--- src/rtl/key_onehot_capture.sv ---
// Synchronizes and debounces four push-buttons and latches a clean one-hot code for the 4-to-2 encoder.
// Latency: a key_in change reaches the outputs DB_CYCLES+4 clocks later. There is no backpressure; clr is a level.
module key_onehot_capture #(
  parameter int DB_CYCLES = 4
) (
  input  logic       clk,
  input  logic       rst_n,
  input  logic [3:0] key_in,
  input  logic       clr,
  output logic [3:0] x,
  output logic       en,
  output logic       valid,
  output logic       multi_err
);

  localparam int CW = (DB_CYCLES > 1) ? $clog2(DB_CYCLES) : 1;
  localparam logic [CW-1:0] CNT_MAX = CW'(DB_CYCLES - 1);

  typedef enum logic [2:0] {
    IDLE     = 3'd0,
    HELD     = 3'd1,
    RELEASED = 3'd2,
    MULTI    = 3'd3,
    WAIT     = 3'd4
  } state_t;

  logic [3:0]    s1;
  logic [3:0]    k_sync;
  logic [3:0]    k_last;
  logic [3:0]    k_stb;
  logic [CW-1:0] cnt;
  state_t        state;

  logic key_none;
  logic key_one;
  logic key_many;

  always_ff @(posedge clk or negedge rst_n) begin
    if (!rst_n) begin
      s1     <= '0;
      k_sync <= '0;
      k_last <= '0;
      k_stb  <= '0;
      cnt    <= '0;
    end else begin
      s1     <= key_in;
      k_sync <= s1;
      k_last <= k_sync;
      // Any movement of k_sync restarts the stability count.
      if (k_sync == k_stb) begin
        cnt <= '0;
      end else if (k_sync != k_last) begin
        cnt <= '0;
      end else if (cnt == CNT_MAX) begin
        k_stb <= k_sync;
        cnt   <= '0;
      end else begin
        cnt <= cnt + 1'b1;
      end
    end
  end

  assign key_none = (k_stb == 4'b0000);
  assign key_one  = !key_none && ((k_stb & (k_stb - 4'd1)) == 4'b0000);
  assign key_many = !key_none && !key_one;

  always_ff @(posedge clk or negedge rst_n) begin
    if (!rst_n) begin
      state     <= IDLE;
      x         <= '0;
      en        <= 1'b0;
      valid     <= 1'b0;
      multi_err <= 1'b0;
    end else begin
      valid <= 1'b0;
      if (clr && state != MULTI) begin
        x     <= '0;
        en    <= 1'b0;
        state <= key_none ? IDLE : WAIT;
      end else begin
        case (state)
          IDLE: begin
            if (key_one) begin
              state <= HELD;
              x     <= k_stb;
              en    <= 1'b1;
              valid <= 1'b1;
            end else if (key_many) begin
              state     <= MULTI;
              x         <= '0;
              en        <= 1'b0;
              multi_err <= 1'b1;
            end
          end
          HELD: begin
            if (key_none) begin
              state <= RELEASED;
            end else if (key_many) begin
              state     <= MULTI;
              x         <= '0;
              en        <= 1'b0;
              multi_err <= 1'b1;
            end
          end
          RELEASED: begin
            // A fresh press is a new capture even when it repeats the previous key.
            if (key_one) begin
              state <= HELD;
              x     <= k_stb;
              en    <= 1'b1;
              valid <= 1'b1;
            end else if (key_many) begin
              state     <= MULTI;
              x         <= '0;
              en        <= 1'b0;
              multi_err <= 1'b1;
            end
          end
          MULTI: begin
            x  <= '0;
            en <= 1'b0;
            if (key_none) begin
              state     <= IDLE;
              multi_err <= 1'b0;
            end else begin
              multi_err <= 1'b1;
            end
          end
          WAIT: begin
            if (key_none) begin
              state <= IDLE;
            end
          end
          default: begin
            state     <= IDLE;
            x         <= '0;
            en        <= 1'b0;
            multi_err <= 1'b0;
          end
        endcase
      end
    end
  end

endmodule
--- config.mk ---
export PLATFORM = sky130hd
export DESIGN_NAME = key_onehot_capture
export DESIGN_NICKNAME = d
export VERILOG_FILES = /design/src/rtl/key_onehot_capture.sv
export SDC_FILE = /design/constraint.sdc
export NUM_CORES = 1
export LEC_CHECK = 0
export ABC_AREA = 1
export CAP_MARGIN = 10
export CORE_MARGIN = 2
export CORE_UTILIZATION = 55
export CTS_CLUSTER_DIAMETER = 150
export DETAILED_ROUTE_END_ITERATION = 6
export DONT_BUFFER_PORTS = 1
export PLACE_DENSITY = 0.74
export SYNTH_ARGS = -nofsm -noshare
export SYNTH_HDL_FRONTEND = slang
export SYNTH_SLANG_ARGS = --single-unit
--- constraint.sdc ---
create_clock -name clk -period 1.2 [get_ports clk]
set_clock_uncertainty 0.1 [all_clocks]
set_input_delay 0.24 -clock clk [delete_from_list [all_inputs] [get_ports clk]]
set_output_delay 0.24 -clock clk [all_outputs]
set_load 0.03 [all_outputs]
==> impl_metrics.yaml, run 1 <==
clocking:
  cts.path.max_buffers: 2
  clk_latency_ns: 0.34
  cts_tree: "yes"
  root_buffer: "clkbuf_4"
  path_clk_slew_ns: 0.16
  cts_sinks: 28
  cts_inserted_buffers: 3
  htree_num_levels: 1
sta:
  setup-tns-final_ns: -3.32
  final.min_clock_period_ns: 1.46
  slew_violations: 0
  rsz0062_at_grt: "true"
  max_freq_ghz: 0.687
  slew_headroom_pct: 81.4
  setup_slack_ns: -0.255
  min_period_over_period_pct: 121
  setup_viol: 22
  final_hold_viol_count: 0
  fin_worst_hold_slack_ns: 0.0986
  worstMarginPinSlew_ns: 0.279
synthesis:
  synth_area_sq_um: 1380
  syn_inst: 162
  syn_nets: 170
  ys.warnings.count: 0
  ys_ff_latch: 28
  seq_area_frac_synth_pct: 50.8
  ys_types: 22
  synth_area_per_cell_sq_um: 8.51
placed_design:
  place_congestion: 0.814
  dp_hpwl_um: 2230
  dp_slack_ns: -0.198
  portBuffers: 0
pwr:
  p_per_area_nw_per_um2: 859
  vdd_ir_drop_max_uv: 888
  p_total_uw: 1760
  leakagePower_uw: 0.00105
run_status:
  status: "finished with violations"
  violations: "setup timing"
floorplanning:
  die_y_um: 54.1
  initial_core_util_pct: 56.7
  dieWidth_um: 54.1
  rows: 18
  pin_count: 14
  dieArea_sq_um: 2920
  coreArea_sq_um: 2430
setup_path:
  crit_arrival_ns: 1.62
  path_cells: "inv_4 > buf_4 > nand3_4 > nand2_1 > nand3_1 > nand2_1 > nand2_1 > nand2_1 > inv_1"
  path_buf_inv: 3
  start_kind: "flip-flop"
  slowest_delay_ns: 0.49
  crit_fanout: 5
  crit_top_cell: "nand2_1"
  cp.required_ns: 1.36
  cp-end-kind: "flip-flop"
  path_class: "flip-flop to flip-flop"
  crit_family: "simple AND/OR/NAND/NOR gates"
  cp_slowest_cell: "dfrtp_2"
layout:
  fillers: 132
  drive_above_1_share_pct: 45.7
  diodes: 0
  nNetsFinal: 228
  area_delta_synth_final_pct: 48.8
  final_core_util_pct: 84.4
grt:
  grt_max_degree: 29
  grt_pass1_vias: 1242
  grt_use_total_pct: 26.0
  grt_remaining_overflow: 0
  grt_pass1_wl_um: 5280
  antenna_found_initial: 0
detailed_routing:
  drtPass1Iterations: 4
  vias: 1349
  routedWlPerCell_um: 15.9
  drc: 0
  ant_nets: 0
  drt_wl_total_um: 3970
  routed_via_density: 5.42
  drt_iter0_markers: 41
flow_run:
  maxCapViolCount: 0
hold_path:
  hold_class: "primary input to flip-flop"
-- repair_timing --
| action | in CTS | in global routing |
|---|---|---|
| hold endpoints to repair | 32 | 0 |
| setup endpoints to repair | 23 | 23 |
| setup buffers | 13 | 6 |
| cloned | 0 | 1 |
| hold buffers | 6 | 0 |
| gates resized for setup | 23 | 25 |
| pin swaps | 11 | 26 |
-- cells by family (layout without fill, tap and decap cells) --
logic type	count (synthesis)	count (layout)	synth area share, %
adder cells (fa/ha/maj)	1	1	0.907
flip-flops	28	28	50.8
AND/OR/NAND/NOR	98	99	34.8
XOR/XNOR	3	3	1.91
AO/OA/AOI/OAI	12	12	6.08
buffers and inverters	20	76	5.44
-- metrics by stage --
stage               instances  cell area, sq um
floorplan                 162              1390
global placement          219              1630
detailed placement        219              1630
CTS                       242              1920
global route              249              2050
finish                    249              2050
-- layer usage --
metal / track usage (%) / vias to the layer above / share of wire (%)
met3: 4.44 / 17 / 5.8
met2: 46.7 / 57 / 53
met5: 0 / - / 0
met4: 11.7 / 0 / 3.1
li1: - / 632 / -
met1: 30.1 / 643 / 38
-- cells in the mapped netlist --
library cell	number	area [sq um]
dfrtp_1	28	701
o211ai_1	5	37.5
nand3_1	8	40.0
nand3b_1	1	7.51
o21ai_0	4	20.0
a21oi_4	1	16.3
a21oi_1	1	5.00
nor3_1	1	5.00
o21ai_1	1	5.00
xnor2_1	3	26.3
nand4_1	5	31.3
nand2_4	2	22.5
ha_1	1	12.5
nor2_4	3	33.8
inv_2	6	22.5
nor2_2	1	6.26
inv_1	14	52.6
nand3_2	4	40.0
nand2_1	62	233
nor2_1	7	26.3
nand2_2	3	18.8
nor3_4	1	16.3
-- flip-flops by register name, summed over array words and instances (netlist names) --
register   count
cnt            2
en             1
k_last         4
k_stb          4
k_sync         4
multi_err      1
s1             4
state          3
valid          1
x              4
-- worst paths after layout --
| path | start | end | cells after the start | slack (ns) |
|---|---|---|---|---|
| setup / recovery | state[0]$_DFFE_PN0P_ | state[1]$_DFFE_PN0P_ | 9 | -0.26 |
| hold / removal | clr | state[1]$_DFFE_PN0P_ | 5 | 0.1 |
| setup reg to reg | state[0]$_DFFE_PN0P_ | state[1]$_DFFE_PN0P_ | 9 | -0.26 |
| hold reg to reg | s1[1]$_DFF_PN0_ | k_sync[1]$_DFF_PN0_ | 0 | 0.27 |
| max in group asynchronous | rst_n | k_sync[1]$_DFF_PN0_ | 2 | 0.62 |
| min in group asynchronous | rst_n | k_stb[3]$_DFFE_PN0P_ | 2 | 0.20 |
-- layout by cell type (no fill, tap or decap), types with 2 or more instances in the layout --
cell type,Yosys,final
buf_4,0,35
buf_6,0,11
clkbuf_4,0,3
dfrtp_1,28,18
dfrtp_2,0,10
dlygate4sd3_1,0,5
inv_1,14,14
inv_2,6,4
inv_4,0,2
nand2_1,62,53
nand2_2,3,11
nand2_4,2,4
nand3_1,8,6
nand3_2,4,2
nand3_4,0,4
nand4_1,5,5
nor2_1,7,5
nor2_2,1,2
nor2_4,3,4
o211ai_1,5,5
o21ai_1,1,3
xnor2_1,3,2
-- final cells by class --
type / instances / area [sq um] / share of cell area (%)
multi-input combinational: 115 / 712 / 34.7
clock inverter: 1 / 30.0 / 1.46
sequential: 28 / 713 / 34.8
clock buffer: 3 / 22.5 / 1.10
tap: 30 / 37.5 / 1.83
inverter: 20 / 80.1 / 3.90
timing repair buffer: 52 / 457 / 22.3
-- power breakdown --
part           internal, uW  switching (uW)
logic                  65.1            75.6
registers               966            17.2
clock network           338             300
-- worst min-delay path: cells and delay by family --
family / cells / cell delay [ns]
buffers and inverters: 1 / 0.04
and+or+nand+nor: 4 / 0.26
No activity file was read; power rests on OpenSTA's default activity.
==> inputs of run 2 (changes only) <==
--- a/config.mk
+++ b/config.mk
@@ -7,12 +7,13 @@
 export LEC_CHECK = 0
 export ABC_AREA = 1
 export CAP_MARGIN = 10
-export CORE_MARGIN = 2
+export CORE_MARGIN = 3
 export CORE_UTILIZATION = 55
 export CTS_CLUSTER_DIAMETER = 150
 export DETAILED_ROUTE_END_ITERATION = 6
 export DONT_BUFFER_PORTS = 1
 export PLACE_DENSITY = 0.74
+export SLEW_MARGIN = 20
 export SYNTH_ARGS = -nofsm -noshare
 export SYNTH_HDL_FRONTEND = slang
 export SYNTH_SLANG_ARGS = --single-unit
==> run 2 against run 1 <==
  * The run still ends with setup timing left
  * Via count is 6.4% higher
  * Sequential share of layout area is 0.82 points lower
  * Total power is 0.11% lower
  * Critical path depth is 4 lower
  * Clock power is 2% lower
  * Largest cell class is now multi-input gates
==> impl_metrics.yaml, run 2 (synthesis gave the netlist of run 1 again) <==
grt:
  grt_use_total_pct: 24.1
  grt_max_degree: 29
  grt_remaining_overflow: 0
  grt_pass1_wl_um: 6010
  grt_pass1_vias: 1360
  antenna_found_initial: 0
placed_design:
  dp_slack_ns: -0.200
  dp_hpwl_um: 2190
  portBuffers: 0
  place_congestion: 0.834
  dp.cells: 217
pwr:
  p_per_area_nw_per_um2: 842
  leakagePower_uw: 0.00107
  vdd_ir_drop_max_uv: 902
clocking:
  clk_latency_ns: 0.33
  path_clk_slew_ns: 0.16
  cts.path.max_buffers: 2
  cts_tree: "yes"
  root_buffer: "clkbuf_4"
  cts_inserted_buffers: 3
  htree_num_levels: 1
  cts_sinks: 28
detailed_routing:
  drc: 0
  drtPass1Iterations: 4
  drt_wl_total_um: 4140
  drt_iter0_markers: 83
  ant_nets: 0
  routed_via_density: 5.79
  routedWlPerCell_um: 16.7
  vias: 1435
sta:
  setup_slack_ns: -0.259
  rsz0062_at_grt: "true"
  worstMarginPinSlew_ns: 0.299
  slew_violations: 0
  max_freq_ghz: 0.685
  slew_headroom_pct: 80.1
  setup_viol: 22
  final.min_clock_period_ns: 1.46
  min_period_over_period_pct: 122
  final_hold_viol_count: 0
layout:
  final_common_cell: "nand2_1"
  drive_above_1_share_pct: 47.7
  area_delta_synth_final_pct: 51.6
  mostFrequentLayoutCells: "nand2_1, buf_4, dfrtp_1"
  finalNonFillerCells: 248
  final_core_util_pct: 91.0
  nNetsFinal: 229
  diodes: 0
setup_path:
  path_cells: "nor3_4 > nand2_4 > a21oi_4 > nand2_1 > nand2_1"
  slowest_delay_ns: 0.51
  path_class: "flip-flop to flip-flop"
  reg2reg_setup_slack_ns: -0.26
  cp.required_ns: 1.38
  cp_slowest_cell: "dfrtp_2"
  crit_arrival_ns: 1.64
  start_kind: "flip-flop"
  crit_top_cell: "nand2_1"
  cp-end-kind: "flip-flop"
  crit_fanout: 5
floorplanning:
  rows: 17
  pin_count: 14
  dieWidth_um: 56.1
  die_y_um: 56.1
  dieArea_sq_um: 3140
  coreArea_sq_um: 2300
  initial_core_util_pct: 60.0
run_status:
  violations: "setup timing"
  status: "finished with violations"
flow_run:
  maxCapViolCount: 0
hold_path:
  hold_class: "primary input to flip-flop"
run 2: cell types whose count changed in the layout (fill, tap and decap cells not counted), moves of 2 or more:
cell	previous run	this run
nor2_2	2	4
nor2_1	5	2
dfrtp_2	10	7
dfrtp_1	18	21
inv_2	4	6
run 2: through the flow:
step / cell area [sq um] / total power, uW / hold WS (ns) / TNS, ns
after global routing: 2090 / 1820 / 0.0616 / -4.72
after floorplan: 1390 / 1050 / -0.156 / -0.444
final: 2090 / 1760 / 0.0616 / -3.59
after CTS: 1950 / 1730 / 0.0218 / -2.36
after global placement: 1630 / 1070 / -0.155 / -1.43
after detailed placement: 1630 / 1070 / -0.155 / -2.22
run 2: path summary, 6_finish.rpt:
check	startpoint	depth (start not counted)	to
hold reg to reg	s1[3]$_DFF_PN0_	0	k_sync[3]$_DFF_PN0_
max in group asynchronous	rst_n	2	k_stb[3]$_DFFE_PN0P_
setup reg to reg	state[1]$_DFFE_PN0P_	5	en$_DFFE_PN0P_
min in group asynchronous	rst_n	2	state[1]$_DFFE_PN0P_
hold / removal	clr	3	state[2]$_DFFE_PN0P_
setup / recovery	state[1]$_DFFE_PN0P_	5	en$_DFFE_PN0P_
run 2: power breakdown:
| group | total [uW] | internal [uW] | switching (uW) |
|---|---|---|---|
| registers | 983 | 966 | 17.2 |
| logic | 150 | 69.4 | 80.3 |
| clock network | 628 | 338 | 290 |
run 2: final cells by class:
class                           instances  area, sq um
Inverter                               20         77.6
Clock inverter                          1         30.0
Clock buffer                            3         22.5
Tap cell                               28         35.0
Multi-Input combinational cell        115          748
Timing Repair Buffer                   53          468
Fill cell                              89          206
Sequential cell                        28          709
run 2: critical path: cells and delay by family (launching register included):
kind / cells / cell delay, ns
flip-flops: 1 / 0.51
AO/OA/AOI/OAI: 1 / 0.22
AND/OR/NAND/NOR: 4 / 0.58
run 2: per-layer routing:
| layer | share of wire, % | global-route usage [%] |
|---|---|---|
| met5 | 0 | 0 |
| met4 | 4.7 | 8.81 |
| met3 | 7.1 | 4.87 |
| met2 | 50 | 42.6 |
| met1 | 38 | 28.5 |
run 2: repair_timing:
action	CTS	global route
buffers inserted	13	8
endpoints found under the hold margin	32	0
resized for setup	31	25
cloned	1	0
hold buffers	6	0
pin swaps	17	17
setup endpoints to repair	22	22
